`src/rtl/ahb_slave_port_mux_pkg.sv`:
```
// rtl/ahb_slave_port_mux_pkg.sv - shared AHB types and defaults for the slave port mux
package ahb_slave_port_mux_pkg;

  localparam int NO_OF_MASTERS_DEF  = 4;
  localparam int ADDR_WIDTH_DEF     = 32;
  localparam int DATA_WIDTH_DEF     = 32;
  localparam int TIMEOUT_CYCLES_DEF = 16;

  typedef enum logic [1:0] {
    HTRANS_IDLE   = 2'b00,
    HTRANS_BUSY   = 2'b01,
    HTRANS_NONSEQ = 2'b10,
    HTRANS_SEQ    = 2'b11
  } htrans_e;

  typedef enum logic {
    HRESP_OKAY  = 1'b0,
    HRESP_ERROR = 1'b1
  } hresp_e;

  typedef enum logic [1:0] {
    TO_NORMAL = 2'b00,
    TO_ERR1   = 2'b01,
    TO_ERR2   = 2'b10
  } to_state_e;

endpackage

```
`src/rtl/ahb_onehot_to_index.sv`:
```
// rtl/ahb_onehot_to_index.sv - lowest-set-bit priority encoder for the grant vector
module ahb_onehot_to_index #(
  parameter int WIDTH = 4,
  parameter int IDX_W = $clog2(WIDTH)
) (
  input  logic [WIDTH-1:0] onehot,
  output logic [IDX_W-1:0] index,
  output logic             any
);

  // scan from the top down so the lowest set bit wins if the vector is not one-hot
  always_comb begin
    index = '0;
    for (int i = WIDTH - 1; i >= 0; i--) begin
      if (onehot[i]) begin
        index = IDX_W'(i);
      end
    end
  end

  assign any = |onehot;

endmodule

```
`src/rtl/ahb_slave_port_mux.sv`:
```
// rtl/ahb_slave_port_mux.sv - per-slave AHB mux stage; optional wait timeout via AHB_SLAVE_PORT_MUX_TIMEOUT_EN
module ahb_slave_port_mux
  import ahb_slave_port_mux_pkg::*;
#(
  parameter int NO_OF_MASTERS  = NO_OF_MASTERS_DEF,
  parameter int ADDR_WIDTH     = ADDR_WIDTH_DEF,
  parameter int DATA_WIDTH     = DATA_WIDTH_DEF,
  parameter int TIMEOUT_CYCLES = TIMEOUT_CYCLES_DEF
) (
  input  logic                                hclk,
  input  logic                                hresetn,
  input  logic [NO_OF_MASTERS-1:0]            mgrant,
  input  logic [NO_OF_MASTERS-1:0]            mreq,
  input  logic [NO_OF_MASTERS*ADDR_WIDTH-1:0] m_haddr,
  input  logic [NO_OF_MASTERS*2-1:0]          m_htrans,
  input  logic [NO_OF_MASTERS-1:0]            m_hwrite,
  input  logic [NO_OF_MASTERS*3-1:0]          m_hsize,
  input  logic [NO_OF_MASTERS*3-1:0]          m_hburst,
  input  logic [NO_OF_MASTERS-1:0]            m_hmastlock,
  input  logic [NO_OF_MASTERS*DATA_WIDTH-1:0] m_hwdata,
  output logic [NO_OF_MASTERS-1:0]            m_hready,
  output logic [NO_OF_MASTERS-1:0]            m_hresp,
  output logic [DATA_WIDTH-1:0]               m_hrdata,
  output logic                                s_hsel,
  output logic [ADDR_WIDTH-1:0]               s_haddr,
  output logic [1:0]                          s_htrans,
  output logic                                s_hwrite,
  output logic [2:0]                          s_hsize,
  output logic [2:0]                          s_hburst,
  output logic                                s_hmastlock,
  output logic [DATA_WIDTH-1:0]               s_hwdata,
  input  logic                                s_hreadyout,
  input  logic                                s_hresp,
  input  logic [DATA_WIDTH-1:0]               s_hrdata,
  output logic                                timeout
);

  localparam int IDX_W = $clog2(NO_OF_MASTERS);

  if (NO_OF_MASTERS < 2 || TIMEOUT_CYCLES < 1) begin : g_param_check
    $error("ahb_slave_port_mux: NO_OF_MASTERS must be >= 2 and TIMEOUT_CYCLES >= 1");
  end

  logic [IDX_W-1:0] grant_idx;
  logic             grant_any;
  logic [IDX_W-1:0] sel;
  logic             ap_valid;
  logic [IDX_W-1:0] ap_sel_q, ap_sel_d;
  logic             ap_valid_q, ap_valid_d;
  logic             dp_valid_q, dp_valid_d;
  logic [IDX_W-1:0] dp_owner_q, dp_owner_d;
  // slave_rdy is the slave's HREADYOUT as seen by the mux; it is masked while a timeout response runs
  logic             slave_rdy;
  logic             err1;
  logic             err2;

  ahb_onehot_to_index #(
    .WIDTH (NO_OF_MASTERS),
    .IDX_W (IDX_W)
  ) u_grant_enc (
    .onehot (mgrant),
    .index  (grant_idx),
    .any    (grant_any)
  );

`ifdef AHB_SLAVE_PORT_MUX_TIMEOUT_EN
  localparam int CNT_W = $clog2(TIMEOUT_CYCLES + 1);

  to_state_e        to_state_q, to_state_d;
  logic [CNT_W-1:0] wait_cnt_q, wait_cnt_d;
  logic             timeout_q, timeout_d;

  // count slave wait states on an open data phase and launch the two-cycle error response
  always_comb begin
    to_state_d = to_state_q;
    wait_cnt_d = '0;
    timeout_d  = 1'b0;
    case (to_state_q)
      TO_NORMAL: begin
        if (dp_valid_q && !s_hreadyout) begin
          if (wait_cnt_q == CNT_W'(TIMEOUT_CYCLES - 1)) begin
            to_state_d = TO_ERR1;
            timeout_d  = 1'b1;
          end else begin
            wait_cnt_d = wait_cnt_q + 1'b1;
          end
        end
      end
      TO_ERR1: to_state_d = TO_ERR2;
      TO_ERR2: to_state_d = TO_NORMAL;
      default: to_state_d = TO_NORMAL;
    endcase
  end

  // timeout FSM state, wait counter and registered pulse
  always_ff @(posedge hclk or negedge hresetn) begin
    if (!hresetn) begin
      to_state_q <= TO_NORMAL;
      wait_cnt_q <= '0;
      timeout_q  <= 1'b0;
    end else begin
      to_state_q <= to_state_d;
      wait_cnt_q <= wait_cnt_d;
      timeout_q  <= timeout_d;
    end
  end

  assign err1      = (to_state_q == TO_ERR1);
  assign err2      = (to_state_q == TO_ERR2);
  assign slave_rdy = s_hreadyout && (to_state_q == TO_NORMAL);
  assign timeout   = timeout_q;
`else
  assign err1      = 1'b0;
  assign err2      = 1'b0;
  assign slave_rdy = s_hreadyout;
  assign timeout   = 1'b0;
`endif

  // address-phase owner: live grant while the slave is ready, held copy during wait states
  always_comb begin
    if (slave_rdy) begin
      sel      = grant_idx;
      ap_valid = hresetn & grant_any;
    end else begin
      sel      = ap_sel_q;
      ap_valid = hresetn & ap_valid_q;
    end
  end

  // forward the selected master's address/control and the data-phase owner's write data
  always_comb begin
    s_hsel      = ap_valid;
    s_haddr     = '0;
    s_htrans    = HTRANS_IDLE;
    s_hwrite    = 1'b0;
    s_hsize     = 3'b000;
    s_hburst    = 3'b000;
    s_hmastlock = 1'b0;
    if (ap_valid) begin
      s_haddr     = m_haddr[int'(sel) * ADDR_WIDTH +: ADDR_WIDTH];
      s_hwrite    = m_hwrite[sel];
      s_hsize     = m_hsize[int'(sel) * 3 +: 3];
      s_hburst    = m_hburst[int'(sel) * 3 +: 3];
      s_hmastlock = m_hmastlock[sel];
      if (!err1) begin
        s_htrans = m_htrans[int'(sel) * 2 +: 2];
      end
    end
    s_hwdata = dp_valid_q ? m_hwdata[int'(dp_owner_q) * DATA_WIDTH +: DATA_WIDTH] : '0;
  end

  // advance address and data phase on every slave-ready cycle; a timeout closes the data phase
  always_comb begin
    ap_sel_d   = ap_sel_q;
    ap_valid_d = ap_valid_q;
    dp_valid_d = dp_valid_q;
    dp_owner_d = dp_owner_q;
    if (slave_rdy) begin
      ap_sel_d   = grant_idx;
      ap_valid_d = grant_any;
      dp_valid_d = ap_valid && s_htrans[1];
      dp_owner_d = sel;
    end
    if (err2) begin
      dp_valid_d = 1'b0;
    end
  end

  // phase tracking registers
  always_ff @(posedge hclk or negedge hresetn) begin
    if (!hresetn) begin
      ap_sel_q   <= '0;
      ap_valid_q <= 1'b0;
      dp_valid_q <= 1'b0;
      dp_owner_q <= '0;
    end else begin
      ap_sel_q   <= ap_sel_d;
      ap_valid_q <= ap_valid_d;
      dp_valid_q <= dp_valid_d;
      dp_owner_q <= dp_owner_d;
    end
  end

  // route HREADY/HRESP to the data-phase owner and stall requesters that do not own the address phase
  always_comb begin
    m_hready = '1;
    m_hresp  = '0;
    for (int i = 0; i < NO_OF_MASTERS; i++) begin
      if (dp_valid_q && dp_owner_q == IDX_W'(i)) begin
        if (err1) begin
          m_hready[i] = 1'b0;
          m_hresp[i]  = HRESP_ERROR;
        end else if (err2) begin
          m_hready[i] = 1'b1;
          m_hresp[i]  = HRESP_ERROR;
        end else begin
          m_hready[i] = s_hreadyout;
          m_hresp[i]  = s_hresp;
        end
      end else if (hresetn && mreq[i] && !(ap_valid && sel == IDX_W'(i))) begin
        m_hready[i] = 1'b0;
      end
    end
  end

  assign m_hrdata = hresetn ? s_hrdata : '0;

endmodule

```
`config.mk`:
```
export PLATFORM = sky130hd
export DESIGN_NAME = ahb_slave_port_mux
export DESIGN_NICKNAME = d
export VERILOG_FILES = /design/src/rtl/ahb_slave_port_mux_pkg.sv /design/src/rtl/ahb_onehot_to_index.sv /design/src/rtl/ahb_slave_port_mux.sv
export SDC_FILE = /design/constraint.sdc
export NUM_CORES = 1
export LEC_CHECK = 0
export CORE_AREA = 5 5 175 177
export DETAILED_ROUTE_END_ITERATION = 12
export DIE_AREA = 0 0 180 182
export GPL_ROUTABILITY_DRIVEN = 1
export PLACE_DENSITY = 0.52
export SETUP_SLACK_MARGIN = 0.02
export SYNTH_ARGS = -nofsm -noshare
export SYNTH_HDL_FRONTEND = slang
export SYNTH_SLANG_ARGS = --single-unit
```
`constraint.sdc`:
```
create_clock -name hclk -period 1.9 [get_ports hclk]
set_input_delay 0.38 -clock hclk [delete_from_list [all_inputs] [get_ports hclk]]
set_output_delay 0.38 -clock hclk [all_outputs]
set_load 0.005 [all_outputs]
```
==> run_results.csv <==
group,metric,value,unit
timing,setup_tns,-17.65,ns
yosys,synth_warnings,0,
global_routing,first_global_vias,5344,
worst_setup_path,criticalPathCategory,"flip-flop to output port",
placed_design,placed_area,8260,um^2
clock_network,cts_tree,"built",
worst_setup_path,crit_path_end,"s_haddr[19]",
timing,maxSlewViolCount,0,
drt,drt_iter0_markers,71,
yosys,synth_cells,318,
timing,min_period_over_period,119,%
cells_and_area,area_delta_synth_final,221,%
worst_setup_path,arrival,1.88,ns
cells_and_area,multiInputGateArea,2970,um^2
die,die-area,32800,um^2
cells_and_area,regArea,155,um^2
placed_design,place_worst_setup_slack,-1.23,ns
timing,max_slew_margin,66.6,%
worst_setup_path,rr_worst_depth,9,
yosys,synthDominantCellAreaShare,27.9,%
yosys,synth_fp_nets,658,
global_routing,grt_antenna_before_repair,1,
yosys,synth.area.top_cells,"mux2i_1, mux4_2, and2_1, o22ai_1, dfrtp_1",
cells_and_area,fin_area,9440,um^2
clock_network,root_buffer,"clkbuf_16",
global_routing,grt_max_degree,24,
worst_setup_path,crit-reg2reg-capture,"dp_valid_q$_DFFE_PN0P_",
worst_setup_path,slowest_delay,0.36,ns
yosys,yosysTopAreaCell,"mux2i_1",
clock_network,path_clk_slew,0.04,ns
clock_network,hold_buffers,0,
cells_and_area,layout-drive-gt1-share,37.7,%
die,ioPinCount,456,
worst_setup_path,cp_max_fo,7,
timing,rsz0062_at_grt,"true",
timing,fmax,442,MHz
clock_network,clk_path_buf_depth,2,
run_status,violations,"setup timing",
timing,layout_setup_ws,-0.361,ns
pwr,peakVddDrop,0.196,mV
yosys,ys_ff_latch,6,
placed_design,dp_hpwl,21000,um
yosys,seq_area_frac_synth,5.11,%
timing,setup_violations,78,
worst_setup_path,cp_slowest_cell,"dfrtp_1",
drt,vias,4798,
clock_network,numCtsBuffers,3,
drt,antenna_left,0,
yosys,synth_area,2940,um^2
worst_setup_path,path_delay_family,"buffers and inverters",
timing,finalClockSkew,0.00542,ns
cells_and_area,fin_util,32.4,%
placed_design,globalplace.congestion,0.886,
min_path,hold_class,"input pin to asynchronous set/reset pin",
cells_and_area,antenna_cells,0,
worst_setup_path,crit_buf_inv,5,
global_routing,grt.total_usage,14.4,%
worst_setup_path,critPathRequiredTime,1.52,ns
worst_setup_path,r2r_slack,0.21,ns
global_routing,overflow,0,
die,dieWidth,180,um
drt,viasPerCell,3.88,
yosys,avgSynthCellArea,9.25,um^2
cells_and_area,fin_nets,1187,
die,rows,63,
placed_design,port_buffers,454,
worst_setup_path,cp-startpoint,"ap_sel_q[1]$_DFF_PN0_",
clock_network,htreeDepth,1,
drt,wl_per_cell,20.6,um
drt,dr.pass1.iters,4,
flow_run,maxCapViolCount,0,
worst_setup_path,cp.depth,9,
worst_setup_path,endpoint_kind,"output port",
drt,routed_wl,25500,um
pwr,power.density,329,nW/um^2
die,core,29100,um^2
yosys,synth.distinct_cells,39,
worst_setup_path,r2r_start,"ap_sel_q[1]$_DFF_PN0_",
timing,fin_crit,2.26,ns
die,start_util,10.1,%
worst_setup_path,path_cells,"nor2b_2, a21oi_4, inv_6, buf_12, buf_8, buf_4, mux2i_2, o22ai_2, buf_6",
worst_setup_path,cp-start-kind,"flip-flop",
run_status,status,"finished, violations left",
global_routing,grt_pass1_wl,35900,um
timing,hold_viol_final,0,
timing,worst_slew_pin_slew,0.498,ns
clock_network,cts_sinks,6,
pwr,power.leakage,3.69,nW
cells_and_area,fillers,3022,
drt,drc_errors,0,
die,die_y,182,um
clock_network,clk_latency,0.23,ns
metal layers:
layer / GRT usage [%] / share of wire (%)
met4: 1.68 / 1.2
met5: 0 / 0.027
met1: 15.7 / 37
met2: 27.9 / 54
met3: 4.75 / 8.1
timing repair:
action                                 4_1_cts  5_1_grt
resized for setup                          514       60
endpoints found under the hold margin        0        0
setup endpoints to repair                  116       86
setup buffers                               44        8
pin swaps                                   41       22
gates cloned                                10        0
flip-flops by register name (all words and copies together), names as in the netlist:
signal and flops:
ap_sel_q 2, ap_valid_q 1, dp_owner_q 2, dp_valid_q 1
layout make-up:
| cell class | instances | share of cell area, % |
|---|---|---|
| clock buffer | 4 | 0.835 |
| sequential | 6 | 1.64 |
| timing repair buffer | 559 | 60.4 |
| tap | 390 | 5.17 |
| multi-input combinational | 271 | 31.5 |
| inverter | 6 | 0.424 |
synthesized netlist by cell type, drive strengths merged:
cell type  number
mux2i          82
inv             5
nor3            3
mux4           32
o22ai          41
clkinv          1
nand3b          1
conb            1
a211o           1
dfrtp           6
a41oi           2
nand2           7
nor2           10
clkbuf         12
o211ai          2
buf            24
nand3           3
a22o            1
nor3b           1
and2           65
a211oi          4
o31ai           1
a31oi           2
nor2b           3
or2             1
nor4            1
nand2b          3
a21oi           2
o41ai           1
worst min path at each step:
stage,from,end,slack [ns]
2_1_floorplan,hresetn,ap_sel_q[0]$_DFF_PN0_,0.08
3_3_place_gp,ap_valid_q$_DFFE_PN0P_,ap_valid_q$_DFFE_PN0P_,0.74
3_5_place_dp,ap_valid_q$_DFFE_PN0P_,ap_valid_q$_DFFE_PN0P_,0.72
4_1_cts,hresetn,dp_valid_q$_DFFE_PN0P_,0.23
5_1_grt,hresetn,dp_owner_q[1]$_DFFE_PN0P_,0.23
6_report,hresetn,dp_valid_q$_DFFE_PN0P_,0.21
worst reg2reg max path, stage by stage, from the launching register on:
cell	delay, ns
dfrtp_1	0.36
nor2b_2	0.17
a21oi_4	0.17
inv_6	0.09
buf_6	0.14
buf_6	0.12
a211oi_4	0.22
buf_4	0.14
buf_4	0.09
o41ai_2	0.06
stage by stage:
stage	hold slack, ns	cells	total power, mW
after floorplan	0.0844	318	0.864
after global placement	0.737	1177	2.36
after detailed placement	0.720	1177	2.36
after CTS	0.234	1231	3.08
after global routing	0.232	1236	3.31
final	0.211	1236	3.11
logic make-up after synthesis:
group / count (synthesis) / share of synthesized area [%]
AO/OA/AOI/OAI: 57 / 13.5
AND/OR/NAND/NOR: 98 / 20.0
multiplexers: 114 / 52.4
flip-flops: 6 / 5.11
other: 1 / 0.128
buffers and inverters: 42 / 8.85
power by group:
group / total [mW] / internal [mW] / switching [mW]
sequential: 0.159 / 0.141 / 0.0180
clock: 0.347 / 0.278 / 0.0693
combinational: 2.60 / 1.71 / 0.895
total: 3.11 / 2.13 / 0.982
layout by cell type, fill, tap and decap left out, drive strengths merged:
master         netlist  final
dlygate4sd2          0      2
nor3b                1      1
a21oi                2      2
inv                  5      6
nand3b               1      1
nor4                 1      1
a211oi               4      4
and2                65     65
dfrtp                6      6
a211o                1      1
nand3                3      3
buf                 24    192
nand2b               3      3
a41oi                2      2
o211ai               2      2
a22o                 1      1
nor2                10     10
nor3                 3      3
o22ai               41     41
clkbuf              12      6
nor2b                3      3
conb                 1      1
a31oi                2      2
nand2                7      8
o31ai                1      1
o41ai                1      1
mux2i               82     82
clkdlybuf4s50        0    360
mux4                32     32
or2                  1      1
dlymetal6s2s         0      3
No activity file was read; power rests on OpenSTA's default activity.
